$ cat src/rtl/bobc_pkg.sv
// Shared definitions for the binary-to-BCD converter: FSM encoding, default widths
// and active-low 7-segment patterns (segment a in bit 0 .. g in bit 6).
package bobc_pkg;

   typedef enum logic [1:0] {
      OCIOSO   = 2'd0,
      CONVERTE = 2'd1,
      FIM      = 2'd2
   } estado_t;

   localparam int W_DEF        = 16;
   localparam int NDIG_DEF     = 5;
   localparam int SCAN_DIV_DEF = 4;

   localparam logic [6:0] SEG_0     = 7'h40;
   localparam logic [6:0] SEG_1     = 7'h79;
   localparam logic [6:0] SEG_2     = 7'h24;
   localparam logic [6:0] SEG_3     = 7'h30;
   localparam logic [6:0] SEG_4     = 7'h19;
   localparam logic [6:0] SEG_5     = 7'h12;
   localparam logic [6:0] SEG_6     = 7'h02;
   localparam logic [6:0] SEG_7     = 7'h78;
   localparam logic [6:0] SEG_8     = 7'h00;
   localparam logic [6:0] SEG_9     = 7'h10;
   localparam logic [6:0] SEG_BLANK = 7'h7F;

   function automatic logic [6:0] seg_de_digito(input logic [3:0] d);
      case (d)
         4'd0:    return SEG_0;
         4'd1:    return SEG_1;
         4'd2:    return SEG_2;
         4'd3:    return SEG_3;
         4'd4:    return SEG_4;
         4'd5:    return SEG_5;
         4'd6:    return SEG_6;
         4'd7:    return SEG_7;
         4'd8:    return SEG_8;
         4'd9:    return SEG_9;
         default: return SEG_BLANK;
      endcase
   endfunction

endpackage

$ cat src/rtl/varredura_7seg.sv
// Multiplexed 7-segment scan: holds each digit SCAN_DIV cycles, digits 0..NDIG-1
// wrapping, active-low anode and segment drive. Used only with CONVERSOR_SEG7_EN.
module varredura_7seg
   import bobc_pkg::*;
#(
   parameter int NDIG     = NDIG_DEF,
   parameter int SCAN_DIV = SCAN_DIV_DEF
) (
   input  logic              ck_i,
   input  logic              rst_i,
   input  logic [4*NDIG-1:0] bcd_i,
   output logic [NDIG-1:0]   anodo_o,
   output logic [6:0]        seg_o
);

   localparam int DIGW = (NDIG > 1) ? $clog2(NDIG) : 1;
   localparam int DIVW = (SCAN_DIV > 1) ? $clog2(SCAN_DIV) : 1;

   logic [DIVW-1:0] div_q, div_d;
   logic [DIGW-1:0] dig_q, dig_d;
   logic [3:0]      nibble;

   always_ff @(posedge ck_i or posedge rst_i) begin
      if (rst_i) begin
         div_q <= DIVW'(SCAN_DIV - 1);
         dig_q <= '0;
      end else begin
         div_q <= div_d;
         dig_q <= dig_d;
      end
   end

   // Down-counter per digit; terminal count advances the digit index.
   always_comb begin
      div_d = div_q - DIVW'(1);
      dig_d = dig_q;
      if (div_q == '0) begin
         div_d = DIVW'(SCAN_DIV - 1);
         dig_d = (dig_q == DIGW'(NDIG - 1)) ? '0 : dig_q + DIGW'(1);
      end
   end

   always_comb begin
      nibble = '0;
      for (int i = 0; i < NDIG; i++) begin
         if (dig_q == DIGW'(i)) nibble = bcd_i[4*i +: 4];
      end
   end

   assign anodo_o = ~(NDIG'(1) << dig_q);
   assign seg_o   = seg_de_digito(nibble);

endmodule

$ cat src/rtl/conversor_bcd.sv
// Sequential binary-to-BCD converter (double dabble, one bit per clock).
// Define CONVERSOR_SEG7_EN to add the multiplexed 7-segment outputs anodo/seg.
//
// state    | meaning
// OCIOSO   | idle, captures Resultado on valido
// CONVERTE | W correct-and-shift iterations
// FIM      | publish acc to bcd, pulse pronto_bcd
module conversor_bcd
   import bobc_pkg::*;
#(
   parameter int W        = W_DEF,
   parameter int NDIG     = NDIG_DEF,
   parameter int SCAN_DIV = SCAN_DIV_DEF
) (
   input  logic              ck,
   input  logic              rst,
   input  logic              valido,
   input  logic [W-1:0]      Resultado,
   output logic              ocupado,
   output logic              pronto_bcd,
   output logic [4*NDIG-1:0] bcd
`ifdef CONVERSOR_SEG7_EN
   ,
   output logic [NDIG-1:0]   anodo,
   output logic [6:0]        seg
`endif
);

   localparam int BW = 4 * NDIG;
   localparam int CW = $clog2(W + 1);

   if ((SCAN_DIV < 1) || ((64'd10 ** NDIG) <= (64'd1 << W))) begin : g_param_invalid
      $error("conversor_bcd: NDIG too small for W, or SCAN_DIV < 1");
   end

   estado_t       estado_q, estado_d;
   logic [BW-1:0] acc_q, acc_d, acc_corr;
   logic [W-1:0]  bin_q, bin_d;
   logic [CW-1:0] cnt_q, cnt_d;
   logic [BW-1:0] bcd_q, bcd_d;
   logic          pronto_q, pronto_d;

   always_ff @(posedge ck or posedge rst) begin
      if (rst) begin
         estado_q <= OCIOSO;
         acc_q    <= '0;
         bin_q    <= '0;
         cnt_q    <= '0;
         bcd_q    <= '0;
         pronto_q <= 1'b0;
      end else begin
         estado_q <= estado_d;
         acc_q    <= acc_d;
         bin_q    <= bin_d;
         cnt_q    <= cnt_d;
         bcd_q    <= bcd_d;
         pronto_q <= pronto_d;
      end
   end

   // Per-nibble +3 with no carry out; NDIG sizing keeps every nibble <= 9 before shift.
   always_comb begin
      acc_corr = acc_q;
      for (int i = 0; i < NDIG; i++) begin
         if (acc_q[4*i +: 4] >= 4'd5) acc_corr[4*i +: 4] = acc_q[4*i +: 4] + 4'd3;
      end
   end

   always_comb begin
      estado_d = estado_q;
      acc_d    = acc_q;
      bin_d    = bin_q;
      cnt_d    = cnt_q;
      bcd_d    = bcd_q;
      pronto_d = 1'b0;
      case (estado_q)
         OCIOSO: begin
            if (valido) begin
               bin_d    = Resultado;
               acc_d    = '0;
               cnt_d    = CW'(W);
               estado_d = CONVERTE;
            end
         end
         CONVERTE: begin
            {acc_d, bin_d} = {acc_corr[BW-2:0], bin_q, 1'b0};
            cnt_d          = cnt_q - CW'(1);
            if (cnt_q == CW'(1)) estado_d = FIM;
         end
         FIM: begin
            bcd_d    = acc_q;
            pronto_d = 1'b1;
            estado_d = OCIOSO;
         end
         default: estado_d = OCIOSO;
      endcase
   end

   assign ocupado    = (estado_q != OCIOSO);
   assign pronto_bcd = pronto_q;
   assign bcd        = bcd_q;

`ifdef CONVERSOR_SEG7_EN
   varredura_7seg #(
      .NDIG     (NDIG),
      .SCAN_DIV (SCAN_DIV)
   ) u_varredura (
      .ck_i    (ck),
      .rst_i   (rst),
      .bcd_i   (bcd_q),
      .anodo_o (anodo),
      .seg_o   (seg)
   );
`endif

endmodule

$ cat config.mk
export PLATFORM = sky130hd
export DESIGN_NAME = conversor_bcd
export DESIGN_NICKNAME = d
export VERILOG_FILES = /design/src/rtl/bobc_pkg.sv /design/src/rtl/varredura_7seg.sv /design/src/rtl/conversor_bcd.sv
export SDC_FILE = /design/constraint.sdc
export NUM_CORES = 1
export LEC_CHECK = 0
export CELL_PAD_IN_SITES_DETAIL_PLACEMENT = 1
export CELL_PAD_IN_SITES_GLOBAL_PLACEMENT = 1
export CORE_MARGIN = 2
export CORE_UTILIZATION = 39
export DETAILED_ROUTE_END_ITERATION = 10
export PLACE_DENSITY = 0.73
export SYNTH_ARGS = -nofsm -noshare
export SYNTH_HDL_FRONTEND = slang
export SYNTH_HIERARCHICAL = 1
export SYNTH_SLANG_ARGS = --single-unit
$ cat constraint.sdc
create_clock -name ck -period 1.96 [get_ports ck]
set_input_delay 0.294 -clock ck [delete_from_list [all_inputs] [get_ports ck]]
set_output_delay 0.294 -clock ck [all_outputs]
set_load 0.05 [all_outputs]
### Word-level counts from Yosys, hierarchy flattened

Cells that the tools add are included.
W data, S select, Z words.

| storage, ports and cells | value |
|---|---|
| bits in writable memories | 0 |
| memories kept | 0 |
| memory bits (read-only) | 0 |
| bits in latches | 0 |
| bits of input ports | 19 |
| bits in registers | 64 |
| logic and storage cells | 42 |

| cells by class | value |
|---|---|
| mux-type cells | 15 |
| order comparisons | 5 |
| equal/unequal tests | 5 |
| reductions and logical operators | 5 |
| multipliers | 0 |
| div/mod/pow operators | 0 |
| bitwise logic cells | 0 |
| add/sub/neg operators | 6 |
| shift-type cells | 0 |

Operator list:

| kind | number |
|---|---|
| $pmux W20 S2 | 1 |
| $pmux W16 S2 | 1 |
| $ge A4 B3 Y1 const B | 5 |
| $mux W20 | 1 |
| $add A4 B2 Y4 const B | 4 |
| $mux W16 | 1 |
| $mux W4 | 4 |
| $pmux W5 S2 | 1 |
| $eq A5 B1 Y1 const B | 1 |
| $mux W5 | 1 |
| $sub A5 B1 Y5 const B | 1 |
| $mux W2 | 2 |
| $ne A2 B2 Y1 const B | 2 |
| $pmux W2 S2 | 1 |
| $reduce_and A2 Y1 | 2 |
| $reduce_bool A2 Y1 | 2 |
| $add A3 B2 Y3 const B | 1 |
| $mux W3 | 1 |
| $eq A2 B1 Y1 const B | 1 |
| $eq A2 B2 Y1 const B | 1 |
| $logic_not A2 Y1 | 1 |
| $mux W1 | 1 |

### Longest topological paths before layout

| logic depth | value |
|---|---|
| word-level depth | 3 |
| mapped depth | 6 |
| depth with buffers taken out | 6 |

### Worst setup path before layout

Ideal clock, no wire load.

| path | value |
|---|---|
| path kind | reg2out |
| start | register estado_q[1] |
| end | output port ocupado |
| cell stages (with the launch flop) | 4 |
| setup slack | 0.518 ns |
| path buffers | 2 |
| data arrival time | 1.148 ns |
| cells stage by stage | dfrtp_1 buf_2 buf_1 or2_2 |

| between the ends | value |
|---|---|
| word-level cells in the longest chain between the ends | 1 |

Ends and longest elaborated chain:

| item | RTL line | source |
|---|---|---|
| from (decl) | conversor_bcd.sv:36 | `estado_t estado_q, estado_d;` |
| from (signal assigned) | conversor_bcd.sv:52 | `estado_q <= estado_d;` |
| $reduce_bool A2 Y1 | conversor_bcd.sv:99 | `assign ocupado = (estado_q != OCIOSO);` |
| to (decl) | conversor_bcd.sv:19 | `output logic ocupado,` |

No other way between the ends.

### Worst setup path after layout

| path | value |
|---|---|
| start | register bcd_q[0], in the netlist bcd[0] |
| end | output port bcd[0] |

RTL lines:

| item | RTL line | source |
|---|---|---|
| from (decl) | conversor_bcd.sv:40 | `logic [BW-1:0] bcd_q, bcd_d;` |
| from (signal assigned) | conversor_bcd.sv:49 | `bcd_q <= '0;` |
| from (signal assigned) | conversor_bcd.sv:56 | `bcd_q <= bcd_d;` |
| to (decl) | conversor_bcd.sv:21 | `output logic [4*NDIG-1:0] bcd` |

No word-level cell between the ends.

==> run metrics <==
first-pass GRT wire length 11,900 µm; outcome completed; CTS tree done; Routed met3 length 215 µm; synthesized area 3060 µm²; FF-to-FF Start acc_q[8]$_DFFE_PP0P_; Post-CTS Hold Buffers 0; per-cell routed wire length 16.1 µm; DRC marker count from the first detailed-route iteration 78; Critical Path, Cell by Cell clkdlybuf4s50_1; layout cells sized above 1 18.6%; met2 wire length 3450 µm; clock latency on the worst-skew pair 0.35 ns; max_cap viols 0; die span in y 92.5 µm; H-tree levels 3; R2R Setup Slk 0.34 ns; total gr overflow 0; initial antenna violation count 0; RSZ-0062 raised after global routing no; Pleak 1.71 nW; Synth async-reset ratio 100%; syn avg cell area 11.4 µm²; Hold Crit Class input pin to async pin; CP max FO 2; number of global-route vias before repair 2,451; Worst Setup End Kind output port; die footprint 8560 µm²; largest net degree at the start of global routing 26; Worst path slowest cell clkdlybuf4s50_1; Root Buffer clkbuf_8; VDD IR max 0.000581 V; DR top layer met4; Initial Utilization 40.0%; num rows 32; hold slack final 0.260 ns; I/O pins 41; Syn Inst Count 267; synthesized flop and latch total 64; Worst-path clk slew 0.07 ns; TNS Setup 0 ns; Hold Vio Cnt, Final 0; CTS Buffer Depth 2; clock sink total 64; crit-path leading delay family buffers and inverters; fin. max-slew vios 0; Core ar. 7650 µm²; Main synth FF type dfrtp_1; final wirelength 6810 µm; Worst Max-Slew Pin Slew 0.495 ns; Total GRT Usage 18.0%; cell area power density 1670 nW/µm²; worst reg-to-reg path cell count 6; Startpoint Class flop; Synth Net Count 298; Vias 2,259; detailed placement HPWL 4730 µm; kind of critical path flop to output port; die width 92.5 µm; WL met1 2960 µm; Buf/Inv on CP 1; post-route ant nets 0; nets 348; post-route DRC violation count 0; worst relative slew slack 66.9%; global placement routability congestion 0.766; Via density 5.33; I/O Buffers 40; Worst Skew 0.00905 ns; min cycle time layout 1.81 ns; Pre-antenna DRT Iters 4; library cells used by synthesis 38; # setup viols final 0; synth warn 6; crit-path max cell delay 0.81 ns; worst endpoint data arrival time 1.52 ns; EDFF count, synth 0; post-cts sizing count 0; sequential cell area fraction in the yosys report 52.4%; Antenna Cells 0; reg2reg end acc_q[10]$_DFFE_PP0P_; Max Freq 0.553 GHz; WP data required 1.67 ns; Layout area overhead 26.8%; CTS Buf Count 9; crit share post-route 92.3%; buffer count from post-CTS setup fixing 0
==> stage by stage <==
step	setup slack, ns	utilization [%]	power (mW)	instances	cell area, µm²
after floorplan	0.0679	-	4.30	267	3060
after global placement	0.210	47.8	5.12	408	3650
after detailed placement	0.137	47.8	5.25	408	3650
after CTS	0.121	50.7	6.57	424	3870
after global routing	0.0942	50.7	6.96	424	3870
final	0.151	50.7	6.48	424	3870
==> synth_stat cells, types with 3 or more instances <==
library cell / n / area (µm²)
mux2i_1: 5 / 50.1
nor2b_1: 17 / 106
a32o_1: 5 / 50.1
o21ai_0: 21 / 105
o22ai_1: 9 / 56.3
buf_2: 9 / 45.0
nand2_1: 3 / 11.3
mux2_2: 20 / 225
ha_1: 12 / 150
a22o_1: 6 / 52.6
xor2_1: 3 / 26.3
nand2b_1: 7 / 43.8
inv_1: 13 / 48.8
dfrtp_1: 64 / 1600
a22oi_1: 15 / 113
clkbuf_1: 3 / 11.3
o31ai_1: 5 / 37.5
a21oi_1: 22 / 110
xnor2_1: 5 / 43.8
==> flip-flops by register name, summed over array words and instances (netlist names) <==
name and flops:
estado_q 2, bcd 20, bin_q 16, acc_q 20
cnt_q 5, pronto_bcd 1
==> routing by layer <==
| metal | vias to the layer above | track usage, % |
|---|---|---|
| li1 | 1065 | - |
| met1 | 1130 | 21.6 |
| met2 | 47 | 30.4 |
| met3 | 17 | 3.74 |
| met4 | 0 | 9.45 |
| met5 | - | 0 |
==> cells in the final DEF (no fill, tap or decap), types with 5 or more instances in the layout <==
cell type,instances
a22oi_1,15
mux2i_1,5
a32o_1,5
xnor2_1,5
dfrtp_1,64
nand2b_1,7
inv_1,12
o22ai_1,9
o31ai_1,5
clkdlybuf4s50_1,39
a22o_1,6
o21ai_0,21
nor2b_1,15
mux2_2,20
ha_1,12
a21oi_1,22
buf_4,13
clkbuf_8,10
==> worst max path at each step <==
stage / start / to / slack (ns) / cells past startpoint
after global routing: bcd[0]$_DFFE_PP0P_ / bcd[0] / 0.09 / 1
after global placement: valido / cnt_q[4]$_DFFE_PP0P_ / 0.21 / 5
after detailed placement: valido / cnt_q[4]$_DFFE_PP0P_ / 0.14 / 5
final: bcd[0]$_DFFE_PP0P_ / bcd[0] / 0.15 / 1
after CTS: bcd[0]$_DFFE_PP0P_ / bcd[0] / 0.12 / 1
after floorplan: rst / acc_q[0]$_DFFE_PP0P_ / 0.07 / 1
==> where the power goes <==
| group | leakage [nW] | internal, mW | switching [mW] | total (mW) |
|---|---|---|---|---|
| registers | 0.837 | 1.84 | 0.427 | 2.27 |
| logic | 0.766 | 1.27 | 1.67 | 2.94 |
| clock network | 0.106 | 0.749 | 0.519 | 1.27 |
| total | 1.71 | 3.86 | 2.62 | 6.48 |
==> logic make-up (layout without fill, tap and decap cells) <==
| group | count (synthesis) | after routing | synth area share [%] |
|---|---|---|---|
| AOI/OAI and AO/OA | 90 | 90 | 18.9 |
| DFF | 64 | 64 | 52.4 |
| and+or+nand+nor | 39 | 39 | 8.15 |
| buffers and inverters | 29 | 84 | 4.34 |
| muxes | 25 | 25 | 9.01 |
| adders and majority gates | 12 | 12 | 4.91 |
| xor gates and xnor gates | 8 | 8 | 2.29 |
==> layout make-up <==
| class | count | area, µm² |
|---|---|---|
| inverters | 13 | 48.8 |
| clock buffers | 11 | 141 |
| well taps | 102 | 128 |
| clock inverters | 5 | 80.1 |
| fillers | 819 | 3770 |
| repair buffers | 55 | 548 |
| flip-flops and latches | 64 | 1600 |
| multi-input cells | 174 | 1330 |
Power figures use the tool's default switching activity.
